### src/rtl/arb_pkg.sv
// Shared types and constants for the four-requester, 64-bit round-robin arbiter.
// The optional burst lock (ARB_BURST_LOCK_EN) is used by rr_arbiter64x4.
package arb_pkg;
  localparam int NUM_REQ = 4;
  localparam int DATA_W  = 64;

  typedef logic [63:0] word_t;

  typedef enum logic {
    ARB  = 1'b0,
    LOCK = 1'b1
  } arb_state_t;
endpackage

### src/rtl/rr_pick4.sv
// Rotating-priority picker: the first set request at or after ptr (mod 4) wins.
module rr_pick4 (
  input  logic [3:0] req,
  input  logic [1:0] ptr,
  output logic [1:0] grant,
  output logic       any
);
  // Walk from lowest to highest priority so the highest-priority hit is written last.
  always_comb begin
    grant = ptr;
    any   = |req;
    for (int k = 3; k >= 0; k--) begin
      if (req[ptr + 2'(k)]) grant = ptr + 2'(k);
    end
  end
endmodule

### src/rtl/rr_arbiter64x4.sv
// Round-robin arbiter sharing one 64-bit path between four requesters, with one
// registered output beat. Define ARB_BURST_LOCK_EN to hold the grant through req_last.
module rr_arbiter64x4
  import arb_pkg::*;
(
  input  logic        clk,
  input  logic        reset,
  input  logic [3:0]  req_valid,
  input  word_t       req_data [3:0],
  input  logic [3:0]  req_last,
  output logic [3:0]  req_ready,
  output logic        out_valid,
  output logic [63:0] out_data,
  output logic [1:0]  out_src,
  input  logic        out_ready
);
  // Handshake: a requester beat moves when req_valid[i] && req_ready[i]; the output
  // beat moves when out_valid && out_ready. req_ready is at most one-hot and never
  // looks at req_data.

  arb_state_t  state_q;
  logic [1:0]  ptr_q;
  logic        out_valid_q;
  word_t       out_data_q;
  logic [1:0]  out_src_q;

  logic [3:0]  pick_req;
  logic [1:0]  pick_ptr;
  logic [1:0]  grant;
  logic        any;
  logic        can_accept;
  logic        accept;
  word_t       out_data_d;

  // While locked only the owner (the last accepted source) may be considered.
  always_comb begin
    pick_req = req_valid;
    pick_ptr = ptr_q;
    if (state_q == LOCK) begin
      pick_req = req_valid & (4'b0001 << out_src_q);
      pick_ptr = out_src_q;
    end
  end

  rr_pick4 u_pick (
    .req   (pick_req),
    .ptr   (pick_ptr),
    .grant (grant),
    .any   (any)
  );

  assign can_accept = !out_valid_q || out_ready;
  assign accept     = reset && can_accept && any;
  assign req_ready  = accept ? (4'b0001 << grant) : 4'b0000;
  assign out_data_d = req_data[grant];

  always_ff @(posedge clk) begin
    if (!reset) begin
      state_q     <= ARB;
      ptr_q       <= 2'd0;
      out_valid_q <= 1'b0;
      out_data_q  <= '0;
      out_src_q   <= 2'd0;
    end else begin
      if (accept) begin
        out_valid_q <= 1'b1;
        out_data_q  <= out_data_d;
        out_src_q   <= grant;
`ifdef ARB_BURST_LOCK_EN
        case (state_q)
          ARB: begin
            if (req_last[grant]) ptr_q <= grant + 2'd1;
            else                 state_q <= LOCK;
          end
          LOCK: begin
            if (req_last[grant]) begin
              state_q <= ARB;
              ptr_q   <= grant + 2'd1;
            end
          end
          default: state_q <= ARB;
        endcase
`else
        ptr_q <= grant + 2'd1;
`endif
      end else if (out_ready) begin
        out_valid_q <= 1'b0;
      end
    end
  end

`ifndef ARB_BURST_LOCK_EN
  logic unused_last;
  assign unused_last = ^req_last;
`endif

  assign out_valid = out_valid_q;
  assign out_data  = out_data_q;
  assign out_src   = out_src_q;
endmodule

### config.mk
export PLATFORM = sky130hd
export DESIGN_NAME = rr_arbiter64x4
export DESIGN_NICKNAME = d
export VERILOG_FILES = /design/src/rtl/arb_pkg.sv /design/src/rtl/rr_pick4.sv /design/src/rtl/rr_arbiter64x4.sv
export SDC_FILE = /design/constraint.sdc
export NUM_CORES = 1
export LEC_CHECK = 0
export CAP_MARGIN = 30
export CORE_MARGIN = 8
export CORE_UTILIZATION = 25
export CTS_BUF_LIST = sky130_fd_sc_hd__clkbuf_8
export CTS_CLUSTER_SIZE = 8
export DETAILED_ROUTE_END_ITERATION = 16
export PLACE_DENSITY = 0.67
export SLEW_MARGIN = 40
export SYNTH_ARGS = -nofsm -noshare
export SYNTH_HDL_FRONTEND = slang
export SYNTH_SLANG_ARGS = --single-unit
### constraint.sdc
create_clock -name clk -period 2.6 [get_ports clk]
set_clock_uncertainty 0.1 [all_clocks]
set_input_delay 0.52 -clock clk [delete_from_list [all_inputs] [get_ports clk]]
set_output_delay 0.52 -clock clk [all_outputs]
set_load 0.01 [all_outputs]
[Word level (Yosys, flattened, before mapping)]
Cells that the tools add are included.
Cells by class
  reductions and logical operators: 6
  add/sub/neg operators: 4
  shift operators: 1
  mux-type cells: 17
  $lt $le $gt $ge: 5
Operators with widths (count)
  64-bit binary-select mux with 2-bit select: 1
  64-bit 2-to-1 mux: 1
  2-bit by 3-bit less-than comparator with 1-bit output, second input constant: 5
  1-bit binary-select mux with 2-bit select: 4
  2-bit 2-to-1 mux: 4
  1-bit 2-to-1 mux: 6
  2-bit by 1-bit adder with 2-bit output, second input constant: 2
  2-bit adder, second input constant: 2
  4-bit 2-to-1 mux: 1
  4-bit OR reduction: 1
  1-bit by 2-bit << shifter with 4-bit output, first input constant: 1
  1-bit logical AND: 2
  2-bit nonzero test: 1
  1-bit zero test: 1
  1-bit logical OR: 1
Storage, ports and cells
  output and inout bits: 71
  logic and storage cells: 37
  register bits after elaboration: 69

[Depth between registers and ports, before layout]
Gate-level depths: netlist of run 1.
  word-level depth: 9
  depth in mapped cells: 8
  mapped depth without buffers: 5

[Hierarchy]
Synthesis of run 1 repeated with hierarchy kept, for this count alone.
Second synthesis, totals
  cells, all modules: 414
  area, all modules: 4201.5 um^2
By module, submodules not included
  rr_arbiter64x4: instances 1, cells an instance 398, sequential area each 1381.3 um^2, area an instance 4101.4 um^2
  rr_pick4: instances 1, cells an instance 16, sequential area each 0.0 um^2, area an instance 100.1 um^2

[Worst setup path before layout of run 1]
OpenSTA, ideal clock, no wires.
  path kind: input to output
  start: in req_valid[3]
  end: out req_ready[0]
  slack: 0.361 ns
  data arrival time: 1.619 ns
  stages on the path: 6
  buffers on the path: 1
  required time: 1.980 ns
  path through: nor4_1 -> a21oi_2 -> nand2_1 -> or2_1 -> clkbuf_1 -> nor2_1
Between the ends
  cells in the longest elaborated chain, start to end: 8
  elaborated cells between the ends (all ways): 16
  classes of those cells: shift: 1; mux: 13; reduce/logical: 2
RTL lines
  start, declared: RTL line rr_arbiter64x4.sv:8  | input logic [3:0] req_valid,
  1-bit binary-select mux with 2-bit select: RTL line rr_pick4.sv:13  | if (req[ptr + 2'(k)]) grant = ptr + 2'(k);
  1-bit 2-to-1 mux (implied by the code): RTL line rr_pick4.sv:13
  2-bit 2-to-1 mux (4 in series): RTL line rr_pick4.sv:13
  1-bit by 2-bit << shifter with 4-bit output: RTL line rr_arbiter64x4.sv:54  | assign req_ready = accept ? (4'b0001 << grant) : 4'b0000;
  4-bit 2-to-1 mux *: RTL line rr_arbiter64x4.sv:54
  end, declared: RTL line rr_arbiter64x4.sv:11  | output logic [3:0] req_ready,
Every way passes the cells marked *; elsewhere a longest branch is shown, timed or not. The select of a mux whose other input is x is not followed.

[Worst setup path in the final report of run 1]
  start: in req_valid[3]
  end: out req_ready[1]
The elaborated chain is that of the path after synthesis.

==> out/results.ini, run 1 <==
[worst_setup_path]
worstPathArrival_ps = 1920
reg2reg_depth = 7
worst_path_max_delay_cell = clkdlybuf4s50_1
cp-startpoint = req_valid[3]
critical_path_required_ps = 1980
critPathKind = in -> out
cp_cell_sequence = clkdlybuf4s50_1 -> nor4_2 -> buf_4 -> a21oi_4 -> nand2_2 -> or2_4 -> nor2_1 -> buf_2
reg2reg_from = ptr_q[0]
cp-start-kind = primary input
crit_path_end_kind = output pin
cp_slowest_stage_delay_ps = 500
crit_fanout = 4

[detailed_routing]
vias_per_cell = 4.76
drtPass1Iterations = 4
ant_nets = 0
wl_per_cell_um = 19.2
drc = 0
wl_um = 18300
drt_iter0_markers = 113
num_vias = 4535

[clock_network]
clk_pin_slew_ps = 70
clock-sinks = 69
cts_buffers = 9
clock_path_buffers = 2
root_buffer = clkbuf_8
cts_tree = built
h-tree-depth = 3
cts_post_setup_buffers_inserted = 0
clock_latency_ps = 340

[min_path]
min-delay-start = out_src[1]
hold_class = reg -> reg
hold_depth = 2

[die]
ioPinCount = 338
core_area_um2 = 15600
num_rows = 46
die_area_um2 = 20000
die_h_um = 141
initial_core_util = 0.252
die_x_um = 141

[sta]
worst_pin_slew_ps = 773
hold_viol_final = 0
period_minus_slack_ps = 2540
slew_violations = 0
fin_crit_sh = 0.976
finalSetupViolations = 0
timing.fmax_mhz = 394
relSlewSlack = 0.485
tns_ps = 0

[run_status]
status = finished clean

[global_routing]
grt_pass1_wl_um = 26700
grt_overflow = 0
antenna_found_initial = 0
grt_start_max_net_pins = 65
grt_pass1_vias = 4904
grt_usage = 0.170

[logic_synthesis]
yosysSeqAreaShare = 0.351
yosys_warnings = 0
synthCells = 399
ys_seq_elements = 69
ys_types = 27
syn-cell-area_um2 = 3930
synth.avg_cell_area_um2 = 9.85
syn-num-nets = 666

[finish]
antenna_cells = 0
fillers = 1458
area_delta_synth_final_pct = 98.7
final_nets = 998
drive_gt1_frac = 0.0788
final_area_um2 = 7810
stdcell_count = 952

[placement]
place.gp.congestion = 0.928
post_dp_cell_area_um2 = 7550
portBuffers = 333
dpl.hpwl_um = 14500
placed_cells = 936

[pwr]
pwr_density_cell_nw_per_um2 = 551
ir_worst_vdd_uv = 258
p_leak_uw = 0.00328
total_power_uw = 4310

[job]
max_cap_viol_count = 0

==> worst paths after layout <==
check | to | slack, ps
max | req_ready[1] | 60
min | out_src[1] | 350
max reg2reg | out_data[56] | 380
min reg2reg | out_src[1] | 350
==> synth_stat cells <==
library cell	n	share of area
a31oi_2	1	0.0032
a31oi_1	1	0.0016
a21boi_0	1	0.0019
nor3b_1	1	0.0019
o21ai_1	1	0.0013
buf_6	12	0.034
o21ai_0	1	0.0013
a21oi_2	1	0.0022
dfxtp_1	69	0.35
nor2b_1	2	0.0032
a21oi_1	3	0.0038
xnor2_1	1	0.0022
a211oi_1	2	0.0038
inv_1	4	0.0038
o221ai_1	64	0.14
clkbuf_1	13	0.012
nor4_1	1	0.0016
nand2_1	69	0.066
buf_2	9	0.011
a211o_1	1	0.0022
mux2i_1	129	0.33
or2_1	1	0.0016
buf_4	2	0.0038
nand3_2	1	0.0025
nand2b_1	3	0.0048
o22ai_1	1	0.0016
nor2_1	5	0.0048
==> critical path, delay by kind of cell <==
kind	cells	cell delay, ps
simple gates	4	480
buf+inv	3	790
compound gates	1	140
==> report_power, final <==
part	switching (uW)	internal, uW
Sequential	103	1260
Combinational	826	1180
Clock	423	517
Total	1350	2950
==> what timing repair did <==
| item | in CTS | in global routing |
|---|---|---|
| setup endpoints to repair | 11 | 5 |
| pin swaps | 1 | 3 |
| resized for setup | 27 | 7 |
| hold buffers | 0 | 0 |
==> cell families after synthesis <==
kind of cell / after synthesis / synth area share
multiplexers: 129 / 0.329
AO/OA/AOI/OAI: 77 / 0.166
buffers and inverters: 40 / 0.0659
flip-flops: 69 / 0.351
XOR/XNOR: 1 / 0.00223
AND/OR/NAND/NOR: 83 / 0.0863
==> cell type report <==
cell class | instances | area (um2) | share of cell area
clock buffer | 12 | 165 | 0.0211
clock inverter | 4 | 46.3 | 0.00593
inverter | 4 | 15.0 | 0.00192
multi-input combinational | 290 | 2370 | 0.304
sequential | 69 | 1380 | 0.177
tap | 216 | 270 | 0.0346
timing repair buffer | 357 | 3560 | 0.456
==> layer usage <==
metal,vias to the layer above,global-route usage,share of wire
met3,24,0.0605,0.091
met1,2116,0.171,0.38
met4,0,0.0633,0.021
met2,214,0.314,0.51
met5,-,0,0
li1,2181,-,-
==> through the flow <==
| stage | setup slack (ps) | utilization | hold slack, ps |
|---|---|---|---|
| after global routing | -6.16 | 0.501 | 374 |
| after floorplan | 361 | - | 367 |
| final | 63.6 | 0.501 | 345 |
| after global placement | -487 | 0.484 | 331 |
| after CTS | -27.2 | 0.500 | 352 |
| after detailed placement | -512 | 0.484 | 341 |
==> registers in the layout (all words and copies together), names as in the netlist <==
name and flops:
out_src 2, out_valid 1, ptr_q 2, out_data 64
==> cells in the final DEF (no fill, tap or decap), types with 2 or more instances in the layout <==
cell type / instances
nor2_2: 2
nand2b_1: 2
dfxtp_1: 69
a211oi_2: 2
buf_6: 2
buf_2: 4
o221ai_1: 64
buf_4: 17
nor2_1: 3
dlygate4sd2_1: 3
buf_12: 5
clkbuf_8: 12
mux2i_1: 129
a21oi_1: 3
clkdlybuf4s50_1: 326
nand2_1: 68
inv_1: 5
(Power assumes the default switching activity.)
==> run 2: changes to the inputs <==
REMOVE_ABC_BUFFERS = 1   (was not set)
==> run 2 against run 1 <==
  * Maximum frequency is 3.6% higher
  * Final cell count is 0.95% higher
  * Sequential power hardly changed
  * Register-to-register slack hardly changed
  * Highest routed layer unchanged
  * Global-route usage is 0.80 points higher
  * Design area is 1.3% higher
  * Clock-buffer cell count is 1 lower
  * Via count is 1.5% higher
  * Largest cell class unchanged
  * Routed wire length is 2.1% higher
  * Hold slack better by 2.0 ps
  * Sequential cell count stayed put
  * Clock power is 16% lower
==> out/results.ini, run 2 (synthesis gave the netlist of run 1 again) <==
[finish]
final_nets = 1007  ; +0.90%
layout_common_cells = clkdlybuf4s50_1 (325), mux2i_1 (129), dfxtp_1 (69)
drive_gt1_frac = 0.0859  ; +0.00710
final_common_cell = clkdlybuf4s50_1
multi_input_area_um2 = 2370  ; -0.11%
area_delta_synth_final_pct = 101
layout.area.seq_um2 = 1380  ; unchanged
fillers = 1409  ; -3.4%
fin_util = 0.507  ; +0.00674
antenna_cells = 0  ; unchanged
largest_register_ffs = 64  ; unchanged

[clock_network]
clock_path_buffers = 2  ; unchanged
root_buffer = clkbuf_8
clk_pin_slew_ps = 70  ; about the same
cts_buffers = 9  ; unchanged
ctsHoldBuffers = 0  ; unchanged
clock_latency_ps = 350  ; about the same
cts_tree = built
h-tree-depth = 3  ; unchanged
clock-sinks = 69  ; unchanged

[pwr]
ir_worst_vdd_uv = 233  ; -9.6%
p_leak_uw = 0.00337  ; +2.7%
pwr_density_cell_nw_per_um2 = 540  ; -2.1%

[detailed_routing]
ant_nets = 0  ; unchanged
wl_um = 18600  ; +2.1%
wl_per_cell_um = 19.4  ; +1.1%
drtPass1Iterations = 4  ; unchanged
drt_iter0_markers = 124  ; +9.7%
drc = 0  ; unchanged
num_vias = 4604  ; +1.5%
vias_per_cell = 4.79  ; +0.57%

[min_path]
min-delay-start = out_src[1]
hold_class = reg -> reg

[global_routing]
grt_overflow = 0  ; unchanged
grt_usage = 0.178  ; +0.00801
grt_pass1_vias = 5137  ; +4.8%
grt_pass1_wl_um = 27600  ; +3.5%
antenna_found_initial = 0  ; unchanged
grt_start_max_net_pins = 35  ; -46%

[sta]
period_minus_slack_ps = 2450  ; -88.0 ps
setup_ws_ps = 152  ; +88.0 ps
hold_viol_final = 0  ; unchanged
finalSetupViolations = 0  ; unchanged
worst_pin_slew_ps = 414  ; -359 ps
fin_crit_sh = 0.942  ; -0.0338
rsz0062_at_grt = no
slew_violations = 0  ; unchanged
holdWs_ps = 347  ; +2.01 ps
relSlewSlack = 0.724  ; +0.239
tns_ps = 0  ; unchanged
timing.fmax_mhz = 408  ; +3.6%

[worst_setup_path]
cp-startpoint = req_valid[1]
cp_cell_sequence = dlygate4sd2_1 -> inv_1 -> a31oi_1 -> a31oi_2 -> or2_4 -> nor2_1 -> buf_2
worstPathArrival_ps = 1830  ; -90 ps
crit_family = buffers and inverters
critPathKind = in -> out
cp_slowest_stage_delay_ps = 310  ; -190 ps
path_buf_inv = 3  ; unchanged
critical_path_required_ps = 1980  ; about the same
reg2reg_from = ptr_q[0]
worst_path_max_delay_cell = or2_4
crit_path_end_kind = output pin
cp-start-kind = primary input
crit_fanout = 5  ; +1

[die]
die_x_um = 141  ; unchanged
num_rows = 46  ; unchanged
die_area_um2 = 20000  ; unchanged
initial_core_util = 0.252  ; unchanged
ioPinCount = 338  ; unchanged
core_area_um2 = 15600  ; unchanged
die_h_um = 141  ; unchanged

[job]
max_cap_viol_count = 0  ; unchanged

[placement]
dpl.hpwl_um = 14900  ; +3.1%
pre_cts_slack_ps = -605  ; -92.6 ps
portBuffers = 333  ; unchanged
place.gp.congestion = 0.901  ; -3.0%

[run_status]
status = finished clean

==> run 2: cell types whose count changed in the layout (fill, tap and decap cells not counted), moves of 2 or more <==
cell,delta
buf_16,+2
bufbuf_16,+2
dlymetal6s2s_1,+2
nor2_2,-2
inv_1,+3
buf_4,+8
nor2_4,+2
buf_2,-2
buf_12,-2
==> run 2: report_power, final <==
| group | total (uW) | switching (uW) | internal [uW] | leakage [uW] |
|---|---|---|---|---|
| clock network | 791 | 407 | 384 | 0.000104 |
| logic | 2110 | 853 | 1260 | 0.00269 |
| registers | 1370 | 112 | 1260 | 0.000572 |
==> run 2: worst min-delay path, stage by stage, from the launching register on <==
cell,delay [ps]
dfxtp_1,310
nand2_1,50
nand2_1,50
==> run 2: path summary, 6_finish.rpt <==
check | end | slack (ps) | cells past startpoint
worst max-delay path | req_ready[0] | 150 | 7
worst min register to register | out_src[1] | 350 | 2
worst max register to register | out_data[13] | 370 | 8
worst min-delay path | out_src[1] | 350 | 2
==> run 2: routing by layer <==
layer  vias to the layer above  routed length (um)  share of wire  GRT usage
li1                       2196                   -              -          -
met1                      2151                6810           0.37      0.175
met2                       221                9430           0.51      0.320
met3                        36                1800          0.096     0.0689
met4                         0                 607          0.033     0.0893
met5                         -                   0              0          0
==> run 2: layout make-up <==
cell class | instances | share of cell area
inverter | 4 | 0.00190
timing repair buffer | 366 | 0.468
clock inverter | 5 | 0.00253
multi-input combinational | 290 | 0.299
clock buffer | 11 | 0.0191
tap | 216 | 0.0341
sequential | 69 | 0.175
==> run 2: timing repair <==
action | in CTS | in global routing
pin swaps | 5 | 5
setup endpoints to repair | 28 | 40
gates resized for setup | 33 | 9
setup buffers | 1 | 1
gates cloned | 2 | 0
==> run 2: per-stage QoR <==
step	power (uW)	std cells	cell area, um2
finish	4270	961	7920
floorplan	2430	363	3690
global route	4520	961	7920
CTS	4330	960	7880
global placement	3360	941	7590
detailed placement	3400	941	7590
==> RTL change, RTL diff (settings of run 2) <==
The option `ARB_BURST_LOCK_EN` is turned on by a define.
--- a/src/rtl/rr_arbiter64x4.sv
+++ b/src/rtl/rr_arbiter64x4.sv
@@ -2,2 +2,4 @@
 // registered output beat. Define ARB_BURST_LOCK_EN to hold the grant through req_last.
+`define ARB_BURST_LOCK_EN
+
 module rr_arbiter64x4
Check against the original RTL: not equivalent (Yosys sat finds a counterexample within 4 cycles, from zero or initial values and one cycle with reset low).
==> RTL change against run 2 <==
The run now ends with negative setup slack left. Maximum frequency is 15% lower. Cell area is 10% higher. Area after synthesis is 14% higher. Worst setup slack worse by 440 ps. Global-route usage is 0.37 points lower. Routed wire length is 14% higher. Sequential cell count is 1 higher.
Power is not compared: it rests on default switching activity, and its combinational part moved more than twofold at a synthesized area within 25%.
==> RTL change: results (changes against run 2) <==
INFO  placement      dpl.hpwl=15.55mm [+4.1%]
INFO  worst_setup_path rrSetupSlack=-100ps [-470 ps]
INFO  timing         setup_violations=8 [+8]
INFO  finish         num-nets-final=1,246 [+24%]
INFO  timing         post-route-worst-setup-slack=-291.2ps [-442.8 ps]
INFO  worst_setup_path reg2reg_to=ptr_q[1]
INFO  worst_setup_path signal_arrival_time_at_the_worst_endpoint=2270ps [+440 ps]
INFO  placement      place.port_buffers=337 [+1.2%]
INFO  route          detail_route.wirelength=21.27mm [+14%]
INFO  global_route   grt_util_met1=0.1992 [+0.02442]
INFO  route          detail_route.vias_per_cell=4.694 [-2.0%]
INFO  min_path       hold_path_cells=1 [-1]
INFO  timing         tightestPinTransition=635.7ps [+221.8 ps]
INFO  logic_synthesis synth.cells.most_frequent=sky130_fd_sc_hd__nand2_1, sky130_fd_sc_hd__a21oi_1, sky130_fd_sc_hd__dfxtp_1
INFO  finish         share_of_layout_cells_above_drive_strength_1=0.1153 [+0.02940]
INFO  logic_synthesis synth.yosys.seq_area_share=0.3129 [-0.03854]
INFO  worst_setup_path timing_worst_setup_path_type=register to output pin
INFO  status         violated_checks=negative setup slack
INFO  placement      placed_cell_area=8262um2 [+8.9%]
INFO  worst_setup_path timing.reg2reg.worst_path_depth=9 [+1]
INFO  global_route   vias_in_the_first_global_route=5,798 [+13%]
INFO  worst_setup_path timing.critical_path.slowest_cell_delay=370ps [+60 ps]
INFO  route          drt_first_iter_violations=199 [+60%]
INFO  worst_setup_path timing.critical_path.to=req_ready[1]
INFO  global_route   first_pass_grt_wire_length=31.05mm [+12%]
INFO  global_route   gr-usage-all-layers=0.1739 [-0.003672]
INFO  status         status=finished with violations
INFO  logic_synthesis synth_async_sr_flop_share=0 [unchanged]
INFO  logic_synthesis netlist_top_cells_area=sky130_fd_sc_hd__dfxtp_1, sky130_fd_sc_hd__nand2_1, sky130_fd_sc_hd__a21oi_1
INFO  global_route   met3_usage=0.06501 [-0.003871]
-- RTL change: logic make-up after synthesis --
| group | count (synthesis) | synth area share |
|---|---|---|
| fa+ha+maj | 4 | 0.01118 |
| mux | 42 | 0.1000 |
| compound gates | 189 | 0.2677 |
| simple gates | 263 | 0.2369 |
| buf+inv | 54 | 0.07125 |
| flops | 70 | 0.3129 |
-- RTL change: area by class of cell --
type / count / area [um2] / share of cell area
inverter: 3 / 12.51 / 0.001433
tap: 229 / 286.5 / 0.03282
sequential: 70 / 1404 / 0.1608
timing repair buffer: 393 / 3998 / 0.4579
clock buffer: 10 / 137.6 / 0.01576
multi-input combinational: 498 / 2863 / 0.3279
clock inverter: 6 / 30.03 / 0.003439
-- RTL change: how the worst min path moves through the flow --
| stage | from | slack [ps] | endpoint |
|---|---|---|---|
| after detailed placement | out_data[26] | 350 | out_data[26] |
| after global routing | out_data[44] | 380 | out_data[44] |
| after floorplan | ptr_q[1] | 390 | ptr_q[1] |
| final | out_data[26] | 370 | out_data[26] |
| after global placement | out_data[8] | 340 | out_data[8] |
| after CTS | out_data[56] | 370 | out_data[56] |
-- RTL change: stage by stage --
step / TNS (ps) / total power, mW / cells / worst slack [ps] / util
4_1_cts: -1211 / 6.869 / 1205 / -282.9 / 0.4811
6_report: -1273 / 6.982 / 1209 / -291.2 / 0.4911
3_5_place_dp: -46990 / 5.887 / 1181 / -1021 / 0.4647
2_1_floorplan: -140180 / 3.754 / 571 / -2590 / -
3_3_place_gp: -43400 / 5.860 / 1181 / -974.1 / 0.4647
5_1_grt: -3076 / 7.497 / 1209 / -366.0 / 0.4911
-- RTL change: routing by layer --
metal,part of all wire,routed length [um]
met1,0.40,8489
met2,0.48,10200
met3,0.11,2238
met4,0.016,344
met5,0,0
-- RTL change: what timing repair did --
| action | in CTS | in global routing |
|---|---|---|
| pin swaps | 7 | 4 |
| gates cloned | 0 | 3 |
| setup endpoints to repair | 71 | 71 |
| buffers inserted | 8 | 2 |
| resized for setup | 47 | 22 |
| hold endpoints to repair | 0 | 0 |
-- RTL change: worst max-delay path: cells and delay by family (launching register included) --
family	cells	cell delay, ps
flops	1	370
buf+inv	4	490
compound gates	3	430
simple gates	1	160
fa+ha+maj	1	140
mux	1	310
-- RTL change: power by group through the flow --
stage          clock network [mW]  registers (mW)  logic, mW
2_1_floorplan                   0            1.94       1.81
3_3_place_gp                    0            1.72       4.14
3_5_place_dp                    0            1.74       4.15
4_1_cts                     0.840            1.72       4.31
5_1_grt                     0.888            1.77       4.84
6_report                    0.807            1.72       4.45
